==> src/rtl/mm2s_pkg.sv <==
// -----------------------------------------------------------------------------
// mm2s_pkg
// Shared types and constants for the MM2S read-request scheduler.
//   state_e         : request FSM states
//   bytes_per_beat  : byte width of one data beat for a given data width
//   PAGE_BYTES      : 4 KB page size, the address window a burst must not cross
//                     when MM2S_4K_BOUNDARY_EN is defined
//   BURST_W         : width of a burst length in beats (1..256)
// -----------------------------------------------------------------------------
package mm2s_pkg;

  typedef enum logic [2:0] {
    IDLE        = 3'd0,
    CALC        = 3'd1,
    WAIT_CREDIT = 3'd2,
    ADDR        = 3'd3,
    DRAIN       = 3'd4
  } state_e;

  localparam int unsigned PAGE_BYTES = 4096;
  localparam int unsigned PAGE_OFS_W = 12;
  localparam int unsigned BURST_W    = 9;

  localparam logic [BURST_W-1:0] BURST_ONE = 9'd1;

  // Number of bytes carried by one beat of the read data bus.
  function automatic int unsigned bytes_per_beat(input int unsigned data_w);
    return data_w / 8;
  endfunction

endpackage

==> src/rtl/mm2s_burst_calc.sv <==
// -----------------------------------------------------------------------------
// mm2s_burst_calc
// Combinational burst sizing: the next burst is the smallest of the beats still
// to request, MAX_BURST and (when MM2S_4K_BOUNDARY_EN is defined) the beats
// left before the next 4 KB page boundary.
//
// Configuration macro: MM2S_4K_BOUNDARY_EN (undefined = no page limit)
//
// Ports:
//   remaining  in  LEN_W       beats of the command not yet requested (> 0)
//   page_ofs   in  12          byte offset of the next burst within its page
//   burst      out BURST_W     beats in the next burst
// -----------------------------------------------------------------------------
module mm2s_burst_calc
  import mm2s_pkg::*;
#(
  parameter int LEN_W     = 16,
  parameter int MAX_BURST = 16,
  parameter int BEAT_SH   = 3
) (
  input  logic [LEN_W-1:0]      remaining,
  input  logic [PAGE_OFS_W-1:0] page_ofs,
  output logic [BURST_W-1:0]    burst
);

  localparam logic [LEN_W-1:0] MAX_BURST_L = LEN_W'(MAX_BURST);

  logic [LEN_W-1:0] len_lim_s;
  logic [LEN_W-1:0] burst_full_s;

  // Limit by beats still owed and by the largest legal burst.
  always_comb begin
    if (remaining < MAX_BURST_L) begin
      len_lim_s = remaining;
    end else begin
      len_lim_s = MAX_BURST_L;
    end
  end

`ifdef MM2S_4K_BOUNDARY_EN
  logic [PAGE_OFS_W:0] page_room_bytes_s;
  logic [PAGE_OFS_W:0] page_room_beats_s;
  logic [LEN_W-1:0]    page_room_l_s;

  // The start address is beat aligned, so the room is always at least one beat.
  assign page_room_bytes_s = (PAGE_OFS_W+1)'(PAGE_BYTES) - {1'b0, page_ofs};
  assign page_room_beats_s = page_room_bytes_s >> BEAT_SH;
  assign page_room_l_s     = LEN_W'(page_room_beats_s);

  // Also stop the burst at the end of the current 4 KB page.
  always_comb begin
    if (page_room_l_s < len_lim_s) begin
      burst_full_s = page_room_l_s;
    end else begin
      burst_full_s = len_lim_s;
    end
  end
`else
  logic unused_page_ofs_s;

  // Without the page limit the offset carries no information for sizing.
  assign unused_page_ofs_s = ^{page_ofs, 32'(BEAT_SH)};

  // Burst is limited only by remaining beats and MAX_BURST.
  always_comb begin
    burst_full_s = len_lim_s;
  end
`endif

  // The result never exceeds MAX_BURST (<= 256), so it fits BURST_W.
  assign burst = BURST_W'(burst_full_s);

endmodule

==> src/rtl/mm2s_rd_ctrl.sv <==
// -----------------------------------------------------------------------------
// mm2s_rd_ctrl
// MM2S read-request scheduler. Splits one command (start address, length in
// beats) into read bursts on the AR channel and only issues a burst when the
// data FIFO has room for every beat that could still arrive.
//
// Configuration macro: MM2S_4K_BOUNDARY_EN (bursts do not cross 4 KB pages)
//
// Ports:
//   clk, rst          clock, synchronous active-high reset
//   cmd_valid/ready   command handshake; cmd_addr, cmd_beats command payload
//   ar_valid/ready    read address handshake; ar_addr, ar_len (beats - 1)
//   r_beat, r_err     one beat pushed into the FIFO, with error response flag
//   fifo_level        current FIFO occupancy
//   busy              command in progress
//   done              one-cycle pulse once every beat of the command arrived
//   error             sticky error flag, cleared on the next command accept
// -----------------------------------------------------------------------------
module mm2s_rd_ctrl
  import mm2s_pkg::*;
#(
  parameter int ADDR_W     = 32,
  parameter int LEN_W      = 16,
  parameter int DATA_W     = 64,
  parameter int FIFO_DEPTH = 16,
  parameter int MAX_BURST  = 16
) (
  input  logic                             clk,
  input  logic                             rst,
  input  logic                             cmd_valid,
  output logic                             cmd_ready,
  input  logic [ADDR_W-1:0]                cmd_addr,
  input  logic [LEN_W-1:0]                 cmd_beats,
  output logic                             ar_valid,
  input  logic                             ar_ready,
  output logic [ADDR_W-1:0]                ar_addr,
  output logic [7:0]                       ar_len,
  input  logic                             r_beat,
  input  logic                             r_err,
  input  logic [$clog2(FIFO_DEPTH+1)-1:0]  fifo_level,
  output logic                             busy,
  output logic                             done,
  output logic                             error
);

  localparam int LVL_W  = $clog2(FIFO_DEPTH+1);
  localparam int FREE_W = LVL_W + 1;
  localparam int OUT_W  = LVL_W + 1;
  localparam int BPB_SH = $clog2(bytes_per_beat(DATA_W));

  localparam logic [FREE_W:0]  DEPTH_U = (FREE_W+1)'(FIFO_DEPTH);
  localparam logic [OUT_W-1:0] OUT_ONE = {{(OUT_W-1){1'b0}}, 1'b1};

  state_e              state_r;
  state_e              state_nxt_s;
  logic [ADDR_W-1:0]   addr_r;
  logic [LEN_W-1:0]    remaining_r;
  logic [BURST_W-1:0]  burst_r;
  logic [BURST_W-1:0]  calc_burst_s;
  logic [OUT_W-1:0]    outstanding_r;
  logic [OUT_W-1:0]    out_inc_s;
  logic [OUT_W-1:0]    out_nxt_s;
  logic [FREE_W:0]     used_s;
  logic [FREE_W-1:0]   free_s;
  logic                credit_ok_s;
  logic                cmd_hs_s;
  logic                ar_hs_s;
  logic                last_burst_s;
  logic                beat_orphan_s;
  logic                err_set_s;
  logic                done_nxt_s;
  logic [ADDR_W-1:0]   burst_bytes_s;
  logic [7:0]          ar_len_nxt_s;

  logic                cmd_ready_r;
  logic                ar_valid_r;
  logic [ADDR_W-1:0]   ar_addr_r;
  logic [7:0]          ar_len_r;
  logic                busy_r;
  logic                done_r;
  logic                error_r;

  assign cmd_hs_s      = cmd_valid & cmd_ready_r;
  assign ar_hs_s       = ar_valid_r & ar_ready;
  assign last_burst_s  = (remaining_r == LEN_W'(burst_r));
  assign burst_bytes_s = ADDR_W'(burst_r) << BPB_SH;
  assign ar_len_nxt_s  = 8'(burst_r - BURST_ONE);

  mm2s_burst_calc #(
    .LEN_W     (LEN_W),
    .MAX_BURST (MAX_BURST),
    .BEAT_SH   (BPB_SH)
  ) u_burst_calc (
    .remaining (remaining_r),
    .page_ofs  (addr_r[PAGE_OFS_W-1:0]),
    .burst     (calc_burst_s)
  );

  // Free FIFO space counts beats already requested but not yet arrived.
  // The sum is one bit wider than the inputs so it cannot wrap.
  assign used_s = {2'b00, fifo_level} + {1'b0, outstanding_r};

  // Clamp free space at zero if occupancy plus in-flight ever exceeds depth.
  always_comb begin
    if (used_s >= DEPTH_U) begin
      free_s = {FREE_W{1'b0}};
    end else begin
      free_s = FREE_W'(DEPTH_U - used_s);
    end
  end

  assign credit_ok_s = ({{BURST_W{1'b0}}, free_s} >= {{FREE_W{1'b0}}, burst_r});

  // Next-state decode for the request FSM.
  always_comb begin
    state_nxt_s = state_r;
    case (state_r)
      IDLE: begin
        if (cmd_hs_s && (cmd_beats != {LEN_W{1'b0}})) begin
          state_nxt_s = CALC;
        end else begin
          state_nxt_s = IDLE;
        end
      end
      CALC: begin
        state_nxt_s = WAIT_CREDIT;
      end
      WAIT_CREDIT: begin
        if (credit_ok_s) begin
          state_nxt_s = ADDR;
        end else begin
          state_nxt_s = WAIT_CREDIT;
        end
      end
      ADDR: begin
        if (ar_hs_s) begin
          if (last_burst_s) begin
            state_nxt_s = DRAIN;
          end else begin
            state_nxt_s = CALC;
          end
        end else begin
          state_nxt_s = ADDR;
        end
      end
      DRAIN: begin
        if (outstanding_r == {OUT_W{1'b0}}) begin
          state_nxt_s = IDLE;
        end else begin
          state_nxt_s = DRAIN;
        end
      end
      default: begin
        state_nxt_s = IDLE;
      end
    endcase
  end

  // In-flight beat accounting; a beat with nothing outstanding is an orphan
  // and leaves the count untouched so it cannot wrap below zero.
  always_comb begin
    out_inc_s     = {OUT_W{1'b0}};
    out_nxt_s     = outstanding_r;
    beat_orphan_s = 1'b0;
    if (ar_hs_s) begin
      out_inc_s = OUT_W'(burst_r);
    end else begin
      out_inc_s = {OUT_W{1'b0}};
    end
    if (r_beat) begin
      if (outstanding_r == {OUT_W{1'b0}}) begin
        beat_orphan_s = 1'b1;
        out_nxt_s     = outstanding_r + out_inc_s;
      end else begin
        out_nxt_s     = outstanding_r + out_inc_s - OUT_ONE;
      end
    end else begin
      out_nxt_s = outstanding_r + out_inc_s;
    end
  end

  assign err_set_s  = r_beat & (r_err | beat_orphan_s);
  assign done_nxt_s = ((state_r == IDLE) && cmd_hs_s && (cmd_beats == {LEN_W{1'b0}})) ||
                      ((state_r == DRAIN) && (state_nxt_s == IDLE));

  // FSM state register.
  always_ff @(posedge clk) begin
    if (rst) begin
      state_r <= IDLE;
    end else begin
      state_r <= state_nxt_s;
    end
  end

  // Command datapath: running address, beats left to request, sized burst.
  always_ff @(posedge clk) begin
    if (rst) begin
      addr_r      <= {ADDR_W{1'b0}};
      remaining_r <= {LEN_W{1'b0}};
      burst_r     <= {BURST_W{1'b0}};
    end else begin
      case (state_r)
        IDLE: begin
          if (cmd_hs_s) begin
            addr_r      <= cmd_addr;
            remaining_r <= cmd_beats;
          end
        end
        CALC: begin
          burst_r <= calc_burst_s;
        end
        ADDR: begin
          if (ar_hs_s) begin
            addr_r      <= addr_r + burst_bytes_s;
            remaining_r <= remaining_r - LEN_W'(burst_r);
          end
        end
        default: begin
          addr_r <= addr_r;
        end
      endcase
    end
  end

  // Outstanding beat counter.
  always_ff @(posedge clk) begin
    if (rst) begin
      outstanding_r <= {OUT_W{1'b0}};
    end else begin
      outstanding_r <= out_nxt_s;
    end
  end

  // Registered handshake and status outputs, decoded from the next state.
  // ar_addr/ar_len load only on entry to ADDR so they hold while stalled.
  always_ff @(posedge clk) begin
    if (rst) begin
      cmd_ready_r <= 1'b1;
      ar_valid_r  <= 1'b0;
      ar_addr_r   <= {ADDR_W{1'b0}};
      ar_len_r    <= 8'd0;
      busy_r      <= 1'b0;
      done_r      <= 1'b0;
    end else begin
      cmd_ready_r <= (state_nxt_s == IDLE);
      ar_valid_r  <= (state_nxt_s == ADDR);
      busy_r      <= (state_nxt_s != IDLE);
      done_r      <= done_nxt_s;
      if ((state_r == WAIT_CREDIT) && (state_nxt_s == ADDR)) begin
        ar_addr_r <= addr_r;
        ar_len_r  <= ar_len_nxt_s;
      end
    end
  end

  // Sticky error: a set in the same cycle as a command accept wins.
  always_ff @(posedge clk) begin
    if (rst) begin
      error_r <= 1'b0;
    end else if (err_set_s) begin
      error_r <= 1'b1;
    end else if (cmd_hs_s) begin
      error_r <= 1'b0;
    end
  end

  assign cmd_ready = cmd_ready_r;
  assign ar_valid  = ar_valid_r;
  assign ar_addr   = ar_addr_r;
  assign ar_len    = ar_len_r;
  assign busy      = busy_r;
  assign done      = done_r;
  assign error     = error_r;

endmodule

==> config.mk <==
export PLATFORM = sky130hd
export DESIGN_NAME = mm2s_rd_ctrl
export DESIGN_NICKNAME = d
export VERILOG_FILES = /design/src/rtl/mm2s_pkg.sv /design/src/rtl/mm2s_burst_calc.sv /design/src/rtl/mm2s_rd_ctrl.sv
export SDC_FILE = /design/constraint.sdc
export NUM_CORES = 1
export LEC_CHECK = 0
export ABC_AREA = 1
export CAP_MARGIN = 5
export CORE_UTILIZATION = 56
export DETAILED_ROUTE_END_ITERATION = 8
export PLACE_DENSITY = 0.82
export RECOVER_POWER = 50
export SYNTH_ARGS = -nofsm -noshare
export SYNTH_HDL_FRONTEND = slang
export SYNTH_SLANG_ARGS = --single-unit
export TNS_END_PERCENT = 50
==> constraint.sdc <==
create_clock -name clk -period 5.2 [get_ports clk]
set_clock_uncertainty 0.2 [all_clocks]
set_input_delay 1.56 -clock clk [delete_from_list [all_inputs] [get_ports clk]]
set_output_delay 1.56 -clock clk [all_outputs]
set_load 0.01 [all_outputs]
# After elaboration in Yosys (flattened, before gate mapping)
# Cells that the tools add are included.
[op_classes] add_sub_neg=7 n_eq_ne=8 reduce_logical=15 order_cmp=3 bitwise=4 n_mux=21
[op_table] cell="$mux W32" n=2
[op_table] cell="$pmux W32 S2" n=1
[op_table] cell="$add A32 B12 Y32" n=1
[op_table] cell="$mux W16" n=2
[op_table] cell="$pmux W16 S2" n=1
[op_table] cell="$mux W6" n=4
[op_table] cell="$eq A16 B9 Y1" n=1
[op_table] cell="$logic_not A16 Y1" n=1
[op_table] cell="$lt A16 B5 Y1 const B" n=1
[op_table] cell="$reduce_bool A16 Y1" n=1
[op_table] cell="$sub A16 B9 Y16" n=1
[op_table] cell="$pmux W3 S5" n=1
[op_table] cell="$eq A3 B2 Y1 const B" n=3
[op_table] cell="$ge A6 B9 Y1" n=1
[op_table] cell="$mux W3" n=3
[op_table] cell="$mux W9" n=1
[op_table] cell="$sub A8 B1 Y8 const B" n=1
[op_table] cell="$add A5 B6 Y7" n=1
[op_table] cell="$ge A7 B5 Y1 const B" n=1
[op_table] cell="$add A6 B6 Y6" n=1
[op_table] cell="$logic_not A3 Y1" n=2
[op_table] cell="$logic_not A6 Y1" n=1
[op_table] cell="$mux W1" n=6
[op_table] cell="$sub A5 B6 Y6 const A" n=1
[op_table] cell="other kinds (11)" n=19
[totals] wordCells=70 register_bits=111 out_inout_bits=45 in_bits=59

# Longest topological paths before layout
[depth] depth_word=9 ltp_mapped=19 ltp_nobuf=19

# Modules after synthesis
# From an unflattened synthesis, not the netlist that was laid out.
[hier_totals] hier_cells=1146 area_unflattened_um2=7171.9
[modules_own_cells] module="mm2s_rd_ctrl" n_inst=1 cells_each=1122 area_each_um2=7059.3
[modules_own_cells] module="mm2s_burst_calc" n_inst=1 cells_each=24 area_each_um2=112.6

# Worst setup path before layout
# OpenSTA, ideal clock, no wires.
[synth_path] kind="input to register" startpoint="in fifo_level[0]" endpoint="reg ar_addr_r[26], in the netlist ar_addr[26]" cell_stages=15 path_slack_ns=0.983 path_buffers=1 required_time_ns=4.884 t_arrival_ns=3.901 path_cell_list="ha_1 fa_1 nand3_1 nand2_1 xor2_1 o211ai_1 or2_2 ha_1 nand4_1 nand3b_1 nand4_1 nand2_1 clkbuf_1 o21ai_0 nor2_1"
[synth_between] elab_chain_len=8 word_cells_on_any_way=9
[synth_lines] element="start, declared" line="mm2s_rd_ctrl.sv:40" text="input logic [$clog2(FIFO_DEPTH+1)-1:0] fifo_level,"
[synth_lines] element="$add A5 B6 Y7 *" line="mm2s_rd_ctrl.sv:101" text="assign used_s = {2'b00, fifo_level} + {1'b0, outstanding_r};"
[synth_lines] element="$sub A5 B6 Y6 / $ge A7 B5 Y1 (equally long branches)" line="mm2s_rd_ctrl.sv:108, mm2s_rd_ctrl.sv:105"
[synth_lines] element="$mux W6 *" line="mm2s_rd_ctrl.sv:105" text="if (used_s >= DEPTH_U) begin"
[synth_lines] element="$ge A6 B9 Y1 *" line="mm2s_rd_ctrl.sv:112" text="assign credit_ok_s = ({{BURST_W{1'b0}}, free_s} >= {{FREE_W{1'b0}}, burst_r});"
[synth_lines] element="$mux W1 *" line="mm2s_rd_ctrl.sv:129" text="if (credit_ok_s) begin"
[synth_lines] element="$pmux W3 S5 *" line="mm2s_rd_ctrl.sv:117" text="case (state_r)"
[synth_lines] element="$eq A3 B2 Y1 *" line="mm2s_rd_ctrl.sv:249" text="if ((state_r == WAIT_CREDIT) && (state_nxt_s == ADDR)) begin"
[synth_lines] element="$logic_and A1 B1 Y1 *" line="mm2s_rd_ctrl.sv:249"
[synth_lines] element="end signal, assigned" line="mm2s_rd_ctrl.sv:240" text="ar_addr_r <= {ADDR_W{1'b0}};"
[synth_lines] element="end signal, assigned" line="mm2s_rd_ctrl.sv:250" text="ar_addr_r <= addr_r;"
[synth_lines] element="end, declared" line="mm2s_rd_ctrl.sv:77" text="logic [ADDR_W-1:0] ar_addr_r;"
# Mark *: on every way between the ends. The rest lies on a longest branch, timed or not.
# A chain may end at the register's enable or synchronous reset.

# Final worst setup path
[layout_path] startpoint="in fifo_level[0]" endpoint="reg ar_addr_r[11], in the netlist ar_addr[11]"
# Same word-level chain as after synthesis.

==> results.yml <==
outcome:
  status: "finished, violations left"
  violations: "capacitance limit, slew limit"
routing:
  route.met3.wl_um: 1410
  num_vias: 7568
  dr_wl_met2_um: 8470
  firstDrtPassIters: 6
  drt_iter0_markers: 647
  ant_nets: 0
  routed_wl_um: 19000
  wl_per_cell_um: 13.3
  maxUsedRoutingLayer: "met5"
  drc: 0
  wl_met1_um: 8820
  viasPerCell: 5.30
yosys:
  syn-instance-count: 1169
  ys_warn_count: 0
  synth_top_cell_by_area: "dfxtp_1"
  ys_seq_area_frac: 0.305
  synth_nets: 1269
  synth-seq-cells: 111
  ys_async_sr_fraction: 0
  synthMostInstantiatedCell: "nand2_1"
  yosys-top-cells-count: "291 x nand2_1, 197 x nor2_1, 143 x inv_1"
  syn_area_um2: 7290
  post-synth-top-area-fraction: 0.305
  synth_flop_cell: "dfxtp_1"
  ys_types: 36
  syn_avg_cell_area_um2: 6.24
  synth_area_leaders: "dfxtp_1 30%, nand2_1 15%, nor2_1 10%"
  synth_edf_count: 0
timing:
  finalHoldViolCount: 0
  setup_viol: 0
  drv_slew: 39
  fmax_ghz: 0.218
  min_period_over_period: 0.884
  max_slew_margin: -0.315
  rsz0062_at_grt: "false"
  tightest_slew_ps: 1970
  period_minus_slack_ps: 4590
  final.setup.worst_slack_ps: 605
  setup-tns-final_ps: 0
clock_network:
  numCtsBuffers: 9
  cts.sinks: 111
  cts_hold_buf: 0
  postCtsSetupBuffers: 0
  cts_tree: "built"
  clk_latency_ps: 360
  clk_path_buf_depth: 2
  clkTransAtPathRegs_ps: 70
  h-tree-depth: 3
  cts_root_buf: "clkbuf_16"
  cts-resized-gates: 0
floorplan:
  core-area_um2: 12700
  start_util: 0.576
  die_x_um: 116
  dieArea_um2: 13500
  pin_count: 104
  die_h_um: 116
  row_count: 41
setup_path:
  crit_required_ps: 5290
  cp_slowest_cell: "clkdlybuf4s50_1"
  setup.worst_path.start_class: "input port"
  rr_worst_depth: 16
  crit_chain: "clkdlybuf4s50_1 > ha_1 > fa_1 > nand3_1 > nand2_1 > xor2_1 > o211ai_1 > or2_2 > ha_1 > nand4_1 > nand3b_1 > nand4_1 > nand2_1 > inv_2 > buf_12 > nor2_1 > nor2_1"
  arrival_ps: 4680
  end_kind: "flip-flop"
  critical_path_class: "in2reg"
  path_max_fanout: 30
  slowest_delay_ps: 400
global_route:
  grt_max_degree: 72
  track_usage: 0.299
  grt_pass1_wl_um: 31900
  first_global_vias: 6825
  antenna_found_initial: 1
  grt_overflow: 0
min_path:
  whs_path_depth: 2
  hold_class: "reg2reg"
job:
  cap_violations: 1
placement:
  pre_cts_ws_ps: 244
  dp_hpwl_um: 14000
  dpl-instance-area_um2: 8400
  place_congestion: 0.935
  io_buffers: 103
power:
  power_leakage_nw: 4.08
  max-vdd-ir-drop_mv: 0.270
  power_density_nw_per_um2: 468
cells_and_area:
  syn_to_final_growth_pct: 19.6
  antennaDiodeCount: 0
  layout-drive-gt1-share: 0.0318
  fin_area_um2: 8730
  nets: 1351
==> layout by cell type (no fill, tap or decap), drive strengths merged <==
cell           instances
nor3b                  1
nand3b                 6
nand4                 17
clkdlybuf4s50         57
a311oi                 1
nor2                 198
inv                  149
fa                     4
o21ai                 79
xnor2                  4
buf                    5
dlygate4sd3           46
a31oi                  4
dfxtp                111
ha                    37
nor3                  24
o211ai                 4
a211oi                 4
o22ai                  1
nand3                 96
nand2                291
bufinv                 2
clkbuf                13
a21oi                 72
conb                   1
nor4                   3
or2                    8
xor2                  17
clkinvlp               1
==> path summary, 6_finish.rpt <==
kind                       to              from  slack (ps)
setup / recovery  ar_addr[11]     fifo_level[0]         610
hold / removal      addr_r[1]         addr_r[1]         260
setup reg to reg  ar_addr[11]  outstanding_r[0]        1850
hold reg to reg     addr_r[1]         addr_r[1]         260
==> logic make-up (layout without fill, tap and decap cells) <==
| logic type | Yosys count | count (layout) | synth area share |
|---|---|---|---|
| and+or+nand+nor | 644 | 644 | 0.369 |
| buffers and inverters | 186 | 273 | 0.105 |
| AOI/OAI and AO/OA | 165 | 165 | 0.121 |
| DFF | 111 | 111 | 0.305 |
| adders and majority gates | 41 | 41 | 0.0745 |
| xor gates and xnor gates | 21 | 21 | 0.0252 |
| other | 1 | 1 | 0.000514 |
==> sequential cells by signal, indices dropped and copies added, names as in the netlist <==
| register | flops |
|---|---|
| addr_r | 32 |
| ar_addr | 32 |
| ar_len | 8 |
| ar_valid | 1 |
| burst_r | 9 |
| busy | 1 |
| cmd_ready | 1 |
| done | 1 |
| error | 1 |
| outstanding_r | 6 |
| remaining_r | 16 |
| state_r | 3 |
==> layer usage <==
layer	up-vias	track usage
li1	3910	-
met1	3379	0.413
met2	257	0.489
met3	20	0.0436
met4	2	0.0795
met5	-	0
==> per-stage QoR <==
stage,util,instances,power (mW),hold slack (ps)
floorplan,-,1169,2.74,238
global placement,0.663,1412,3.29,250
detailed placement,0.663,1412,3.36,255
CTS,0.689,1428,4.13,264
global route,0.689,1428,4.45,290
finish,0.689,1428,4.09,263
==> final cells by class <==
class	instances	area [um^2]
multi-input combinational	872	4300
fill	1172	3950
clock buffer	12	256
tap	172	215
timing repair buffer	109	1100
inverter	148	556
clock inverter	4	76.3
sequential	111	2220
==> worst max-delay path: cells and delay by family <==
kind                     cells  cell delay, ps
adder cells (fa/ha/maj)      3             880
XOR/XNOR                     1             130
buffers and inverters        3             840
AND/OR/NAND/NOR              9            1080
AO/OA/AOI/OAI                1             170
==> power by group <==
| part | internal, mW | switching (mW) |
|---|---|---|
| combinational | 0.807 | 1.21 |
| clock | 0.451 | 0.319 |
| sequential | 1.09 | 0.216 |
Note: power is estimated with default switching activity, not from simulation.
==> variant 1: new RTL, same flow settings <==
Add a define of `MM2S_4K_BOUNDARY_EN`.
--- a/src/rtl/mm2s_burst_calc.sv
+++ b/src/rtl/mm2s_burst_calc.sv
@@ -12,4 +12,6 @@
 //   burst      out BURST_W     beats in the next burst
 // -----------------------------------------------------------------------------
+`define MM2S_4K_BOUNDARY_EN
+
 module mm2s_burst_calc
   import mm2s_pkg::*;
Function: changed (Yosys sat finds a counterexample within 4 cycles, from zero or initial values and one cycle with rst high).
==> variant 1 against the original RTL <==
The flow still finishes with violations (max-capacitance violations, max-slew violations); global-route usage is 0.23 points lower; design area is 1.1% higher; largest power group unchanged; sequential cell count stayed put; area after synthesis is 3.2% lower; register-to-register slack worse by 570 ps; routed wire length is 6.2% higher; die area is 3.1% lower; worst setup slack worse by 400 ps; clock power is 4.7% lower; via count is 3.4% lower; power is 25% higher; critical endpoint is now ar_addr[24].
==> variant 1: results (changes against the original RTL) <==
[status]
outcome=finished with violations
violations=max-capacitance violations, max-slew violations

[worst_setup_path]
regToRegSetupSlack_ps=1280  ; -570 ps
r2r_end=ar_addr[24]
r2r_cells=24  ; +8
slowest_delay_ps=450  ; +50 ps
path_delay_family=buffers and inverters
cp_max_fo=6  ; -80%

[power_and_ir_drop]
leakagePower_nw=3.880  ; -4.9%
vdd_ir_drop_max_mv=0.2787  ; +3.4%
sequentialPowerShare_pct=27.2  ; -4.7 points
p_comb_mw=2.98  ; +48%
p_switching_mw=2.376  ; +37%

[drt]
avgViaCountPerCell=5.557  ; +4.8%
wl_um=20130  ; +6.2%
detail_route.iter0.violations=552  ; -15%
wire_per_inst_um=15.31  ; +15%

[logic_synthesis]
yosysSeqAreaShare_pct=31.47  ; +1.0 points
syn_inst=1040  ; -11%
synth.distinct_cells=50  ; +39%
yosys.area_share.adder_pct=9.284  ; +1.8 points
synth_common_cells=nand2_1, a21oi_1, dfxtp_1, nor2_1, inv_1
synth_area_um2=7062  ; -3.2%

[run]
drv_cap=1  ; unchanged

[final_layout]
drive_gt1_share_pct=7.411  ; +4.2 points
multi_input_area_share_pct=48.80  ; -0.52 points
final-clk-cell-share_pct=3.572  ; -0.24 points
buffers_excl_clock=126  ; +16%
nNonClkInverters=119  ; -20%
nets=1251  ; -7.4%
fillCellCount=986  ; -16%
area_delta_synth_final_pct=24.98
multi_input_gates=775  ; -11%

[min_path]
worstHoldEndpoint=error
holdCritStartpoint=error

[global_routing]
grt_pass1_wl_um=30720  ; -3.6%
grt_use_total_pct=29.65  ; -0.23 points
first_global_vias=6492  ; -4.9%

[timing]
max_slew_margin_pct=-62.30  ; -31 points
drv_slew=46  ; +18%

[placed_design]
gp_congestion=0.9439  ; +0.96%
dp_hpwl_um=13760  ; -1.7%

==> variant 1: timing repair <==
| item | 4_1_cts | 5_1_grt |
|---|---|---|
| buffers inserted | 0 | 8 |
| gates resized for setup | 0 | 32 |
| hold endpoints to repair | 0 | 0 |
| endpoints found under the setup margin | 0 | 45 |
==> variant 1: worst max path at each step <==
stage                  endpoint  slack, ps          start
CTS                  ar_addr[4]          5  fifo_level[0]
finish              ar_addr[24]        210  fifo_level[1]
floorplan           ar_addr[21]        410  fifo_level[0]
global placement    ar_addr[10]       -150  fifo_level[0]
detailed placement  ar_addr[12]       -310  fifo_level[0]
global route        ar_addr[24]          4  fifo_level[1]
==> variant 1: metal layers <==
metal	up-vias	global-route usage, %	part of all wire (%)
met5	-	0	0
met4	0	8.052	1.9
met3	25	5.611	5.8
met2	261	52.69	50
met1	3346	36.56	43
li1	3675	-	-
==> variant 2: new RTL, same settings <==
Made on the original files. Reset style: asynchronous (`rst`), changed in 5 clocked blocks. Comments in the files are not updated.
--- a/src/rtl/mm2s_rd_ctrl.sv
+++ b/src/rtl/mm2s_rd_ctrl.sv
@@ -185,5 +185,5 @@
 
   // FSM state register.
-  always_ff @(posedge clk) begin
+  always_ff @(posedge clk or posedge rst) begin
     if (rst) begin
       state_r <= IDLE;
@@ -194,5 +194,5 @@
 
   // Command datapath: running address, beats left to request, sized burst.
-  always_ff @(posedge clk) begin
+  always_ff @(posedge clk or posedge rst) begin
     if (rst) begin
       addr_r      <= {ADDR_W{1'b0}};
@@ -224,5 +224,5 @@
 
   // Outstanding beat counter.
-  always_ff @(posedge clk) begin
+  always_ff @(posedge clk or posedge rst) begin
     if (rst) begin
       outstanding_r <= {OUT_W{1'b0}};
@@ -234,5 +234,5 @@
   // Registered handshake and status outputs, decoded from the next state.
   // ar_addr/ar_len load only on entry to ADDR so they hold while stalled.
-  always_ff @(posedge clk) begin
+  always_ff @(posedge clk or posedge rst) begin
     if (rst) begin
       cmd_ready_r <= 1'b1;
@@ -255,5 +255,5 @@
 
   // Sticky error: a set in the same cycle as a command accept wins.
-  always_ff @(posedge clk) begin
+  always_ff @(posedge clk or posedge rst) begin
     if (rst) begin
       error_r <= 1'b0;
Behaviour: differs if rst is asserted again (counterexample within 4 cycles, from zero or initial values and one cycle with rst high); with rst held inactive, the same outputs for 4 cycles.
==> variant 2 against the original RTL <==
Power rose by 14%; utilization grew 0.49 points; critical endpoint is now ar_addr[23]; sequential cell count unchanged; area after synthesis up 3.2%; the run still ends with max-capacitance violations, max-slew violations left; worst setup slack got worse by 150 ps; routed wire length down 2.7%; design area up 2.3%; final cell count shrank 4.0%.
==> variant 2: results (changes against the original RTL) <==
[worst_setup_path]
r2r_start=outstanding_r[0]
arrival_ps=4840  ; +160 ps
r2r_end=ar_addr[23]
r2r_cells=19  ; +3
regToRegSetupSlack_ps=1660  ; -190 ps

[logic_synthesis]
synth_common_cells=nand2_1, inv_1, nor2_1
yosysSeqAreaShare_pct=36.94  ; +6.5 points
synth_nets=1201  ; -5.4%
yosys.area_share.adder_pct=7.218  ; -0.23 points
synth_compound_area_share_pct=9.080  ; -3.0 points
synth.area.top_cells=dfrtp_1, nand2_1, inv_1
ys.flop_type=dfrtp_1
async_flop_share_pct=100.0  ; +100 points
syn_area_per_cell_um2=6.833  ; +9.5%

[placed_design]
dp_hpwl_um=13680  ; -2.3%
gp_congestion=0.9198  ; -1.6%
post-place-ws_ps=121.7  ; -122.4 ps

[global_routing]
first_global_vias=6702  ; -1.8%
antenna_found_initial=0  ; -1
grt_max_degree=112  ; +56%
grt_pass1_wl_um=31270  ; -1.9%

[final_layout]
drive_gt1_share_pct=2.919  ; -0.27 points
nets=1294  ; -4.2%
fillCellCount=1101  ; -6.1%
layout.cells.non_filler=1371  ; -4.0%

[status]
violations=max-capacitance violations, max-slew violations
outcome=finished with violations

[power_and_ir_drop]
vdd_ir_drop_max_mv=0.2832  ; +5.1%
leakagePower_nw=4.578  ; +12%

[timing]
drv_slew=112  ; +190%
worst_pin_slew_ps=2733  ; +761.2 ps

[min_path]
holdCritStartpoint=ar_addr[2]

[run]
drv_cap=1  ; unchanged

variant 2: worst min-delay path, cell delays in order (launching register included):
cell and delay (ps):
dfrtp_1 340, nand2_1 50, nand2_1 50
variant 2: layout make-up:
| cell class | count | area, um^2 | share of cell area (%) |
|---|---|---|---|
| repair buffers | 109 | 1086 | 12.16 |
| well taps | 172 | 215.2 | 2.410 |
| clock inverters | 6 | 66.31 | 0.7426 |
| inverters | 149 | 560.5 | 6.277 |
| flip-flops and latches | 111 | 2779 | 31.12 |
| multi-input cells | 814 | 3994 | 44.72 |
| clock buffers | 10 | 229.0 | 2.564 |
variant 2: worst max-delay path by stage:
stage	startpoint	endpoint	slack [ps]	depth (start not counted)
2_1_floorplan	rst	addr_r[0]	510	1
3_3_place_gp	fifo_level[0]	ar_addr[25]	300	19
3_5_place_dp	fifo_level[0]	ar_addr[24]	120	20
4_1_cts	fifo_level[0]	ar_addr[23]	490	20
5_1_grt	rst	remaining_r[10]	170	3
6_report	fifo_level[0]	ar_addr[23]	450	20
variant 2: cells by family after synthesis:
logic type	count (synthesis)
DFF	111
muxes	1
buffers and inverters	176
AOI/OAI and AO/OA	126
xor gates and xnor gates	29
other	1
adders and majority gates	41
and+or+nand+nor	616
variant 2: routing by layer:
layer / up-vias / track usage [%] / part of all wire (%)
met2: 200 / 46.91 / 49
met5: - / 0 / 0
met4: 0 / 8.574 / 1.6
met1: 3280 / 36.20 / 44
li1: 3657 / - / -
met3: 28 / 5.572 / 5.3
variant 2: where the power goes:
part / switching [mW] / leakage, nW / internal, mW / total [mW]
sequential: 0.306 / 1.37 / 1.23 / 1.53
combinational: 1.45 / 3.06 / 0.981 / 2.43
clock: 0.326 / 0.147 / 0.376 / 0.703
total: 2.09 / 4.58 / 2.59 / 4.67
